## src/rtl/alu_resp_pkg.sv

```systemverilog
// Shared definitions for the ALU request/response unit.
//   - state_t    : control FSM states (IDLE, EXEC, RESP)
//   - DATA_W     : operand / result width (8)
//   - SEL_W      : operation select width (4)
//   - OP_MAX_DEF : default highest legal select code
//   - OP_*       : ALU operation codes
package alu_resp_pkg;

    localparam int DATA_W     = 8;
    localparam int SEL_W      = 4;
    localparam int OP_MAX_DEF = 8;

    typedef enum logic [1:0] {
        ST_IDLE = 2'd0,
        ST_EXEC = 2'd1,
        ST_RESP = 2'd2
    } state_t;

    localparam logic [SEL_W-1:0] OP_ADD = 4'd0;  // {carry,out} = a + b
    localparam logic [SEL_W-1:0] OP_SUB = 4'd1;  // {borrow,out} = a - b
    localparam logic [SEL_W-1:0] OP_AND = 4'd2;
    localparam logic [SEL_W-1:0] OP_OR  = 4'd3;
    localparam logic [SEL_W-1:0] OP_XOR = 4'd4;
    localparam logic [SEL_W-1:0] OP_NOT = 4'd5;  // out = ~a
    localparam logic [SEL_W-1:0] OP_SHL = 4'd6;  // carry = a[7]
    localparam logic [SEL_W-1:0] OP_SHR = 4'd7;  // carry = a[0]
    localparam logic [SEL_W-1:0] OP_INC = 4'd8;  // {carry,out} = a + 1

endpackage

```

## src/rtl/alu_resp_unit_alu.sv

```systemverilog
// Combinational 8-bit ALU.
// Ports:
//   a, b   : operands
//   sel    : operation code (see alu_resp_pkg OP_*)
//   out    : result
//   carry  : carry / borrow / shifted-out bit
//   flag   : zero flag for implemented codes; 0 for unimplemented codes
module alu_resp_unit_alu
    import alu_resp_pkg::*;
(
    input  logic [DATA_W-1:0] a,
    input  logic [DATA_W-1:0] b,
    input  logic [SEL_W-1:0]  sel,
    output logic [DATA_W-1:0] out,
    output logic              carry,
    output logic              flag
);

    logic [DATA_W:0] wide;
    logic            known;

    always_comb begin
        wide  = '0;
        out   = '0;
        carry = 1'b0;
        known = 1'b1;
        case (sel)
            OP_ADD: begin
                wide  = {1'b0, a} + {1'b0, b};
                out   = wide[DATA_W-1:0];
                carry = wide[DATA_W];
            end
            OP_SUB: begin
                wide  = {1'b0, a} - {1'b0, b};
                out   = wide[DATA_W-1:0];
                carry = wide[DATA_W];
            end
            OP_AND: out = a & b;
            OP_OR:  out = a | b;
            OP_XOR: out = a ^ b;
            OP_NOT: out = ~a;
            OP_SHL: begin
                out   = {a[DATA_W-2:0], 1'b0};
                carry = a[DATA_W-1];
            end
            OP_SHR: begin
                out   = {1'b0, a[DATA_W-1:1]};
                carry = a[0];
            end
            OP_INC: begin
                wide  = {1'b0, a} + {{DATA_W{1'b0}}, 1'b1};
                out   = wide[DATA_W-1:0];
                carry = wide[DATA_W];
            end
            default: known = 1'b0;
        endcase
        flag = known && (out == '0);
    end

endmodule

```

## src/rtl/alu_resp_unit.sv

```systemverilog
// Request/response wrapper around the combinational ALU.
// A request is captured in IDLE, evaluated in EXEC, and held in RESP until
// the consumer accepts it. Select codes above OP_MAX return an error
// response with all result fields zero.
// Ports:
//   clk, rst              : clock, synchronous active-high reset
//   req_valid/req_ready   : request handshake; req_ready high only in IDLE
//   req_a, req_b          : operands
//   req_select            : operation code
//   resp_valid/resp_ready : response handshake; resp_valid high only in RESP
//   resp_out/carry/flag   : registered ALU result
//   resp_err              : request had an illegal select
//   stat_ops, stat_err    : saturating completed-response counters
// Build option: define ALU_RESP_STATS_EN to implement the statistics
// counters; otherwise stat_ops/stat_err are tied to zero.
module alu_resp_unit
    import alu_resp_pkg::*;
#(
    parameter int OP_MAX = OP_MAX_DEF,
    parameter int STAT_W = 16
) (
    input  logic              clk,
    input  logic              rst,
    input  logic              req_valid,
    output logic              req_ready,
    input  logic [DATA_W-1:0] req_a,
    input  logic [DATA_W-1:0] req_b,
    input  logic [SEL_W-1:0]  req_select,
    output logic              resp_valid,
    input  logic              resp_ready,
    output logic [DATA_W-1:0] resp_out,
    output logic              resp_carry,
    output logic              resp_flag,
    output logic              resp_err,
    output logic [STAT_W-1:0] stat_ops,
    output logic [STAT_W-1:0] stat_err
);

    state_t state, state_next;

    logic [DATA_W-1:0] op_a;
    logic [DATA_W-1:0] op_b;
    logic [SEL_W-1:0]  op_sel;

    logic [DATA_W-1:0] alu_out;
    logic              alu_carry;
    logic              alu_flag;
    logic              illegal;
    logic              accept;
    logic              deliver;

    alu_resp_unit_alu u_alu (
        .a     (op_a),
        .b     (op_b),
        .sel   (op_sel),
        .out   (alu_out),
        .carry (alu_carry),
        .flag  (alu_flag)
    );

    assign illegal = int'(op_sel) > OP_MAX;
    assign accept  = req_valid && req_ready;
    assign deliver = resp_valid && resp_ready;

    // State register
    always_ff @(posedge clk) begin
        if (rst) state <= ST_IDLE;
        else     state <= state_next;
    end

    // Next-state logic
    always_comb begin
        state_next = state;
        case (state)
            ST_IDLE: if (accept)  state_next = ST_EXEC;
            ST_EXEC:              state_next = ST_RESP;
            ST_RESP: if (deliver) state_next = ST_IDLE;
            default:              state_next = ST_IDLE;
        endcase
    end

    // Output logic
    always_comb begin
        req_ready  = (state == ST_IDLE);
        resp_valid = (state == ST_RESP);
    end

    // Operand capture on the accepting edge
    always_ff @(posedge clk) begin
        if (rst) begin
            op_a   <= '0;
            op_b   <= '0;
            op_sel <= '0;
        end else if (accept) begin
            op_a   <= req_a;
            op_b   <= req_b;
            op_sel <= req_select;
        end
    end

    // Response capture in EXEC; fields then hold through RESP
    always_ff @(posedge clk) begin
        if (rst) begin
            resp_out   <= '0;
            resp_carry <= 1'b0;
            resp_flag  <= 1'b0;
            resp_err   <= 1'b0;
        end else if (state == ST_EXEC) begin
            resp_err   <= illegal;
            resp_out   <= illegal ? '0   : alu_out;
            resp_carry <= illegal ? 1'b0 : alu_carry;
            resp_flag  <= illegal ? 1'b0 : alu_flag;
        end
    end

`ifdef ALU_RESP_STATS_EN
    // Counters advance on the response handshake and stick at all-ones
    always_ff @(posedge clk) begin
        if (rst) begin
            stat_ops <= '0;
            stat_err <= '0;
        end else if (deliver) begin
            if (stat_ops != '1)             stat_ops <= stat_ops + 1'b1;
            if (resp_err && stat_err != '1) stat_err <= stat_err + 1'b1;
        end
    end
`else
    assign stat_ops = '0;
    assign stat_err = '0;
`endif

endmodule

```

## config.mk

```make
export PLATFORM = sky130hd
export DESIGN_NAME = alu_resp_unit
export DESIGN_NICKNAME = d
export VERILOG_FILES = /design/src/rtl/alu_resp_pkg.sv /design/src/rtl/alu_resp_unit_alu.sv /design/src/rtl/alu_resp_unit.sv
export SDC_FILE = /design/constraint.sdc
export NUM_CORES = 1
export LEC_CHECK = 0
export BUFFER_PORTS_ARGS = -buffer_cell sky130_fd_sc_hd__buf_2
export CORE_MARGIN = 2
export CORE_UTILIZATION = 40
export DETAILED_ROUTE_END_ITERATION = 8
export PLACE_DENSITY_LB_ADDON = 0.15
export RECOVER_POWER = 100
export SETUP_SLACK_MARGIN = 0.15
export SLEW_MARGIN = 20
export SYNTH_ARGS = -nofsm -noshare
export SYNTH_HDL_FRONTEND = slang
export SYNTH_SLANG_ARGS = --single-unit
```

## constraint.sdc

```tcl
create_clock -name clk -period 3 [get_ports clk]
set_input_delay 0.15 -clock clk [delete_from_list [all_inputs] [get_ports clk]]
set_output_delay 0.15 -clock clk [all_outputs]
set_load 0.01 [all_outputs]
```

==> metrics.txt, run 1 <==
Worst Setup Start Kind flop; Final period util 0.856; worst-margin pin slew 1.03 ns; GRT Overall Usage 0.203; Slew HR 0.314; Critical R2R Capture resp_out[7]; syn_area_per_cell 7.72 µm²; final core occ 0.436; number of global-route vias before repair 2627; gr ovfl total 0; endpoint class of the critical path flop; final hold vios 0; Slew Limit Fails 0; top-level port count 69; RSZ-0062 raised after global routing false; Comb pwr share 0.342; TNS Setup 0 ns; port bufs 36; PwrDens 386 nW/µm²; clock root buffer clkbuf_8; share of cells above drive strength 1 0.133; area of the core roughly 7600 µm²; DR iter-0 viols 190; CTS buffer count 5; post-CTS setup buffers 0; most frequent cell after synthesis nand2_1; Setup Viol. Count Final 0; die outline height around 90 µm; Pre-antenna DRT Iters 4; Yosys warning total 0; top-area cell type share of the netlist area 0.213; Net Switching 481 µW; hpwl dp 6270 µm; Final ANT Viol Nets 0; sw frac 0.376; arrival time worst endpoint 2.72 ns; EDFF count, synth 0; DRC Markers 0; most common flop cell mapped by yosys dfxtp_1; DR WL/cell approximately 16 µm; worst r2r path cells 9; Rows 32; clock skew between 0.008 and 0.009 ns; minimum clock period 2.57 ns; width of the die 92.1 µm; LEAKAGE 0.00136 µW; Critical Path RT 3.16 ns; sequential area share after synthesis 0.213; via count 2752; Yosys cell types 64; Synth area leaders dfxtp_1 21%, ha_1 10%, buf_4 8.7%, nand2_1 6.9%, a21oi_1 5.0%; slowest stage cell on the critical path dfxtp_1; Synth Cell Area 3100 µm²; sink of the worst hold path op_b[5]; Post-Syn Instances between 400 and 500; critical path, cell by cell inv_1 > ha_1 > a21oi_1 > o22ai_1 > o41ai_1 > nor2_1 > a211o_1 > a211oi_1 > nor3_1; post-DR vias/cell 5.17; Hold-fix buffers, CTS 0; largest net degree at the start of global routing 35; dominant cell type by area after synthesis dfxtp_1; post_cts resized 0; Post-synth top cells 57 x nand2_1, 36 x buf_4, 33 x dfxtp_1; Pint 798 µW; status finished, final reports clean; R2R Path Start op_a[1]; Hold WC Path Type in2reg; Synth-to-Final Area Change 6.90%; Min-Delay Startpoint req_b[5]; Max FO, Critical Path 8; die area 8480 µm²; Clk pin slew, worst setup/hold paths 0.08 ns; Max Cap Viol 0; worst reg-to-reg setup slack 0.43 ns; largest vdd supply drop 0.225 mV; Initial Utilization 0.408; clk buf depth 2; hold path cells 3; final wirelength 8280 µm; Ant. Diodes 0; critical path class reg2reg; initial antenna violation count 0; GP Congestion 0.900; FFs w/ async S/R, synth 0; Final #Nets 480; clock power share 0.270; Fmax 390 MHz; Worst-Skew Late Latency 0.30 ns; Sink Count 33; first-pass GRT wire length 13700 µm; slowest stage delay, CP 0.47 ns; CTS tree built; FF+latch count, synth 33; worst hold margin 0.0784 ns; H-tree Lvls 2; Reg power frac 0.389
## cell families (layout without fill, tap and decap cells)
kind of cell	Yosys count	count (layout)	share of synthesized area
flops	33	33	0.213
buf+inv	88	85	0.162
simple gates	139	139	0.217
xor+xnor	13	13	0.0367
compound gates	90	90	0.209
fa+ha+maj	27	27	0.114
mux	11	11	0.0480
other cells	1	32	0.00121
## worst max-delay path by stage
stage | to | slack (ns) | cells after the start | startpoint
after global routing | resp_out[7] | 0.23 | 9 | op_a[1]
after floorplan | resp_out[7] | 0.57 | 11 | op_a[3]
after detailed placement | resp_out[7] | 0.45 | 9 | op_a[1]
after CTS | resp_out[7] | 0.44 | 9 | op_a[1]
final | resp_out[7] | 0.43 | 9 | op_a[1]
after global placement | resp_flag | 0.52 | 9 | op_a[1]
## area by class of cell
class	count	area [µm²]
Clock inverter	2	10.0
Multi-Input combinational cell	312	2050
Tap cell	102	128
Fill cell	820	4290
Inverter	24	95.1
Clock buffer	6	72.6
Timing Repair Buffer	53	300
Sequential cell	33	661
## per-stage QoR
stage          setup slack, ns  cell area, µm²  power, µW  cells
2_1_floorplan            0.568            3220        855    433
3_3_place_gp             0.519            3260        945    524
3_5_place_dp             0.451            3260        948    524
4_1_cts                  0.438            3340       1300    532
5_1_grt                  0.232            3320       1360    532
6_report                 0.433            3320       1280    532
## power groups by stage
stage / Combinational (µW) / Clock (µW) / Sequential, µW
5_1_grt: 488 / 369 / 503
4_1_cts: 441 / 358 / 497
3_3_place_gp: 439 / 0 / 506
3_5_place_dp: 440 / 0 / 507
2_1_floorplan: 357 / 0 / 498
6_report: 437 / 345 / 497
## state kept, by name, summed over array words and instances, names as in the netlist
name and cells:
resp_err 1, resp_out 8, resp_flag 1, op_a 8
state 2, resp_carry 1, op_b 8, op_sel 4
## cell usage in the layout (no fill, tap or decap), types with 4 or more instances in the layout
master / n
xnor2_1: 11
o21ai_0: 6
ha_1: 25
nand2_1: 57
clkbuf_1: 15
nand3_1: 7
a211oi_1: 7
buf_2: 23
dfxtp_1: 33
clkbuf_8: 5
a22oi_1: 4
nor3_1: 6
a21oi_1: 31
nand3b_1: 5
nor2_1: 28
mux2i_1: 7
buf_4: 15
conb_1: 32
nand2b_1: 9
inv_1: 23
nor2b_1: 6
a2111oi_0: 6
## worst max-delay path, delay by kind of cell (launching register included)
family | cells | cell delay [ns]
AO/OA/AOI/OAI | 5 | 1.33
buffers and inverters | 1 | 0.12
adder cells (fa/ha/maj) | 1 | 0.35
flip-flops | 1 | 0.47
AND/OR/NAND/NOR | 2 | 0.16
## routing by layer
metal  wire length [µm]  track usage  vias to the layer above
met3                363       0.0279                       13
met2               3850        0.332                       76
met5                  0            0                        -
li1                   -            -                     1384
met4                146       0.0659                        0
met1               3920        0.275                     1279
No activity file was read; power rests on OpenSTA's default activity.
==> inputs of run 2 (changes only) <==
--- a/config.mk
+++ b/config.mk
@@ -6,11 +6,13 @@
 export NUM_CORES = 1
 export LEC_CHECK = 0
 export BUFFER_PORTS_ARGS = -buffer_cell sky130_fd_sc_hd__buf_2
+export CELL_PAD_IN_SITES_DETAIL_PLACEMENT = 1
+export CELL_PAD_IN_SITES_GLOBAL_PLACEMENT = 1
 export CORE_MARGIN = 2
 export CORE_UTILIZATION = 40
+export CTS_CLUSTER_DIAMETER = 120
 export DETAILED_ROUTE_END_ITERATION = 8
 export PLACE_DENSITY_LB_ADDON = 0.15
-export RECOVER_POWER = 100
 export SETUP_SLACK_MARGIN = 0.15
 export SLEW_MARGIN = 20
 export SYNTH_ARGS = -nofsm -noshare
==> run 2 against run 1 <==
  * Combinational power grew 0.9%
  * Non-clock buffer count shrank 6
  * Register-to-register slack is essentially flat
==> metrics.txt, run 2 (same netlist as run 1, synthesis figures left out) <==
final core occ 0.439 (+0.00312); met2 wire length 4150 µm (+7.9%); Slew HR 0.498 (+0.184); via count 2833 (+2.9%); Worst Setup Start Kind flop; biggest regs op_a: 8 flops, op_b: 8 flops, resp_out: 8 flops; Max Cap Viol 0 (unchanged); Reg power frac 0.361 (-0.028); Fmax 391 MHz (+0.24%); hpwl dp 6720 µm (+7.2%); Net Switching 486 µW (+1.1%); LEAKAGE 0.00140 µW (+3.2%); post-route cell area 3340 µm² (+0.72%); final hold vios 0 (unchanged); TNS Setup 0 ns (unchanged); width of the die 92.1 µm (unchanged); arrival time worst endpoint 2.79 ns (+0.07 ns); most frequent cells in the layout 57 x nand2_1, 36 x buf_2, 32 x conb_1; Final period util 0.854 (-0.00208); Max FO, Critical Path 9 (+1); largest vdd supply drop 0.216 mV (-3.9%); post_cts resized 0 (unchanged); Final #Nets 474 (-1.3%); CTS buffer count 5 (unchanged); status finished, final reports clean; Fillers 1005 (+23%); clock skew 0.00220 ns (-0.00671 ns); critical path class reg2reg; first-pass GRT wire length 14800 µm (+7.6%); port bufs 36 (unchanged); clock root buffer clkbuf_8; Pint 908 µW (+14%); worst-margin pin slew 0.746 ns (-0.283 ns); worst hold margin 0.0788 ns (+0.000442 ns); Worst-Skew Late Latency 0.30 ns (about the same); post-DR vias/cell 5.39 (+4.1%); placed cell areas 3210 µm² (-1.4%); Slew Limit Fails 0 (unchanged); wl on met1 4210 µm (+7.3%); DR iter-0 viols 190 (unchanged); number of global-route vias before repair 2847 (+8.4%); gr ovfl total 0 (unchanged); CTS tree built; share of cells above drive strength 1 0.165 (+0.0325); Initial Utilization 0.408 (unchanged); highest metal used met4; Synth-to-Final Area Change 7.66%; Rows 32 (unchanged); DR WL met3 280 µm (-23%); Clk pin slew, worst setup/hold paths 0.07 ns (about the same); Critical Path RT 3.23 ns (+0.07 ns); RSZ-0062 raised after global routing false; initial antenna violation count 0 (unchanged); Comb pwr share 0.317 (-0.025); GP Congestion 0.976 (+8.4%); most common cell after layout, fill and taps aside nand2_1; DRC Markers 0 (unchanged); die area 8480 µm² (unchanged); top-level port count 69 (unchanged); minimum clock period 2.56 ns (-0.00625 ns); PwrDens 417 nW/µm² (+8.2%); Final ANT Viol Nets 0 (unchanged); Ant. Diodes 0 (unchanged); GRT Overall Usage 0.221 (+0.0184); area of the core 7610 µm² (unchanged); DR WL/cell 16.8 µm (+7.9%); sw frac 0.349 (-0.0273); Setup Viol. Count Final 0 (unchanged); clk buf depth 2 (unchanged); final wirelength 8830 µm (+6.7%); endpoint class of the critical path flop; Hold WC Path Type in2reg; Pre-antenna DRT Iters 4 (unchanged); H-tree Lvls 2 (unchanged); post-CTS setup buffers 0 (unchanged); Sink Count 33 (unchanged); clock power share 0.322 (+0.052); Hold-fix buffers, CTS 0 (unchanged); largest net degree at the start of global routing 35 (unchanged); die outline height 92.1 µm (unchanged)
[run 2: cell types whose count changed in the layout (fill, tap and decap cells not counted), moves of 2 or more]
cell	change
buf_4	-5
dfxtp_1	-3
buf_2	+13
clkinv_2	-2
dfxtp_2	+3
clkbuf_1	-14
[run 2: path summary, 6_finish.rpt]
path                                   from     endpoint  slack (ns)  cells past startpoint
worst max-delay path                op_a[0]    resp_flag        0.44                     10
worst min-delay path               req_a[1]      op_a[1]        0.08                      3
worst max register to register      op_a[0]    resp_flag        0.44                     10
worst min register to register  resp_out[2]  resp_out[2]        0.46                      2
[run 2: per-stage QoR]
stage	worst slack, ns	power [µW]	instances
after floorplan	0.568	855	433
after global routing	0.194	1480	526
final	0.439	1390	526
after detailed placement	0.241	946	518
after CTS	0.204	1400	526
after global placement	0.396	937	518
[run 2: routing by layer]
metal  GRT usage  vias up
met5           0        -
met2       0.362       67
li1            -     1371
met1       0.295     1377
met3      0.0296       18
met4      0.0858        0
[run 2: power by group through the flow]
stage               clock network, µW  registers, µW  logic, µW
floorplan                           0            498        357
global placement                    0            511        426
detailed placement                  0            513        434
CTS                               459            502        437
global route                      482            509        491
finish                            449            503        441
[run 2: layout make-up]
| cell class | count | area (µm²) | area share |
|---|---|---|---|
| Multi-Input combinational cell | 312 | 2060 | 0.617 |
| Sequential cell | 33 | 664 | 0.199 |
| Timing Repair Buffer | 47 | 275 | 0.0824 |
| Tap cell | 102 | 128 | 0.0382 |
| Inverter | 24 | 95.1 | 0.0285 |
| Clock buffer | 7 | 86.3 | 0.0259 |
| Clock inverter | 1 | 30.0 | 0.00899 |
[run 2: worst max-delay path, stage by stage, from the launching register on]
cell and delay, ns:
dfxtp_2 0.42, inv_1 0.09, ha_1 0.23, fa_1 0.40
o21bai_1 0.21, a21oi_1 0.15, o31ai_2 0.32, mux2i_1 0.17
a2111oi_4 0.25, nand4_1 0.12, o21ai_1 0.14
==> inputs of run 3 (changes only) <==
--- a/config.mk
+++ b/config.mk
@@ -12,6 +12,8 @@
 export CORE_UTILIZATION = 40
 export CTS_CLUSTER_DIAMETER = 120
 export DETAILED_ROUTE_END_ITERATION = 8
+export HOLD_SLACK_MARGIN = 0.05
+export MAX_ROUTING_LAYER = met4
 export PLACE_DENSITY_LB_ADDON = 0.15
 export SETUP_SLACK_MARGIN = 0.15
 export SLEW_MARGIN = 20
==> run 3 against run 2 <==
  * Cell count unchanged
  * Wire length fell by 0.39%
  * Register-to-register slack improved by 0.02 ns
  * Via count is 0.71% higher
  * Combinational power barely moved
  * Clock power is essentially flat
  * Largest power group unchanged
==> metrics.txt, run 3 (same netlist as run 1, synthesis figures left out) <==
area of the core 7610 µm² (unchanged); Max Cap Viol 0 (unchanged); Sink Count 33 (unchanged); Worst Setup Start Kind flop; CTS buffer count 5 (unchanged); worst-margin pin slew 0.746 ns (+0.000135 ns); Final Power 1390 µW (-0.32%); Max FO, Critical Path 12 (+3); final hold vios 0 (unchanged); gr ovfl total 0 (unchanged); status finished, final reports clean; Pre-antenna DRT Iters 5 (+1); arrival time worst endpoint 2.71 ns (-0.08 ns); GP Congestion 0.994 (+1.9%); pre-CTS setup slack 0.241 ns (unchanged); worst hold margin 0.0791 ns (+0.000277 ns); placed cell areas 3210 µm² (unchanged); Rows 32 (unchanged); R2R Path Start op_a[1]; clock root buffer clkbuf_8; H-tree Lvls 2 (unchanged); post-DR vias/cell 5.42 (+0.71%); Fillers 1005 (unchanged); Initial Utilization 0.408 (unchanged); width of the die 92.1 µm (unchanged); DR WL/cell 16.7 µm (-0.39%); TNS Setup 0 ns (unchanged); Setup Viol. Count Final 0 (unchanged); die outline height 92.1 µm (unchanged); top-level port count 69 (unchanged); Fmax 393 MHz (+0.59%); critical path class reg2reg; worst reg-to-reg setup slack 0.45 ns (+0.02 ns); Multi-input gate area 2060 µm² (unchanged); largest net degree at the start of global routing 35 (unchanged); post-CTS setup buffers 0 (unchanged); clock skew 0.00259 ns (+0.000395 ns); first-pass GRT wire length 14800 µm (+0.14%); die area 8480 µm² (unchanged); clk buf depth 2 (unchanged); Final period util 0.849 (-0.00501); DRC Markers 0 (unchanged); Critical R2R Capture resp_out[7]; endpoint class of the critical path flop; Worst Setup Slack, final 0.454 ns (+0.0150 ns); LEAKAGE 0.00140 µW (unchanged); Slew HR 0.498 (about the same); GRT Overall Usage 0.227 (+0.00594); Worst-Skew Late Latency 0.30 ns (about the same); port bufs 36 (unchanged); DR iter-0 viols 148 (-22%); sink of the worst hold path op_a[1]; via count 2853 (+0.71%); RSZ-0062 raised after global routing false; Clk pin slew, worst setup/hold paths 0.07 ns (about the same); Ant. Diodes 0 (unchanged); Critical Path RT 3.16 ns (-0.07 ns); PwrDens 416 nW/µm² (-0.32%); Hold WC Path Type in2reg; number of global-route vias before repair 2852 (+0.18%); post-route cell area 3340 µm² (unchanged); hpwl dp 6720 µm (unchanged); biggest regs op_a: 8 flops, op_b: 8 flops, resp_out: 8 flops; hold path cells 3 (unchanged); Final ANT Viol Nets 0 (unchanged); Slew Limit Fails 0 (unchanged); minimum clock period 2.55 ns (-0.0150 ns); most common cell after layout, fill and taps aside nand2_1; register area 664 µm² (unchanged); Final #Nets 474 (unchanged); largest vdd supply drop 0.216 mV (-0.17%); CTS tree built; initial antenna violation count 0 (unchanged); Min-Delay Startpoint req_a[1]; worst r2r path cells 9 (-1); final wirelength 8800 µm (-0.39%); Synth-to-Final Area Change 7.66% (unchanged); most frequent cells in the layout 57 x nand2_1, 36 x buf_2, 32 x conb_1; share of cells above drive strength 1 0.165 (unchanged)
## run 3: cell counts in the layout (fill, tap and decap cells not counted)
No cell type changed its count.
## run 3: worst max path at each step
stage / start / end / slack (ns) / depth (start not counted)
6_report: op_a[1] / resp_out[7] / 0.45 / 9
5_1_grt: op_a[3] / resp_out[7] / 0.19 / 9
4_1_cts: op_a[0] / resp_flag / 0.20 / 10
3_5_place_dp: op_a[0] / resp_flag / 0.24 / 10
3_3_place_gp: op_a[0] / resp_flag / 0.40 / 10
2_1_floorplan: op_a[3] / resp_out[7] / 0.57 / 11
## run 3: cell type report
cell class,count,share of cell area
Sequential cell,33,0.199
Multi-Input combinational cell,312,0.617
Timing Repair Buffer,47,0.0824
Clock buffer,7,0.0259
Clock inverter,1,0.00899
Inverter,24,0.0285
Tap cell,102,0.0382
## run 3: through the flow
step           instances   util
3_3_place_gp         518  0.423
3_5_place_dp         518  0.423
2_1_floorplan        433      -
4_1_cts              526  0.438
6_report             526  0.439
5_1_grt              526  0.439
## run 3: metal layers
layer	GRT usage	routed length, µm	vias up
li1	-	-	1371
met1	0.294	4000	1376
met2	0.362	4150	85
met3	0.0296	416	21
met4	0.0858	227	0
met5	-	0	-
## run 3: where the power goes
| group | switching [µW] | total, µW | internal, µW |
|---|---|---|---|
| combinational | 268 | 439 | 170 |
| clock | 177 | 448 | 271 |
| sequential | 37.0 | 503 | 466 |
## run 3: repair_timing
action	CTS	global route
endpoints found under the setup margin	0	4
hold endpoints to repair	0	0
hold buffers	0	0
gates resized for setup	0	4
## run 3: worst max-delay path, cell delays in order, from the launching register on
cell and delay, ns:
dfxtp_2 0.47, inv_1 0.12, ha_1 0.35, a21oi_1 0.23, o22ai_1 0.17, o41ai_1 0.37
nor2_1 0.10, a211o_1 0.29, a211oi_1 0.23, nor3_1 0.07
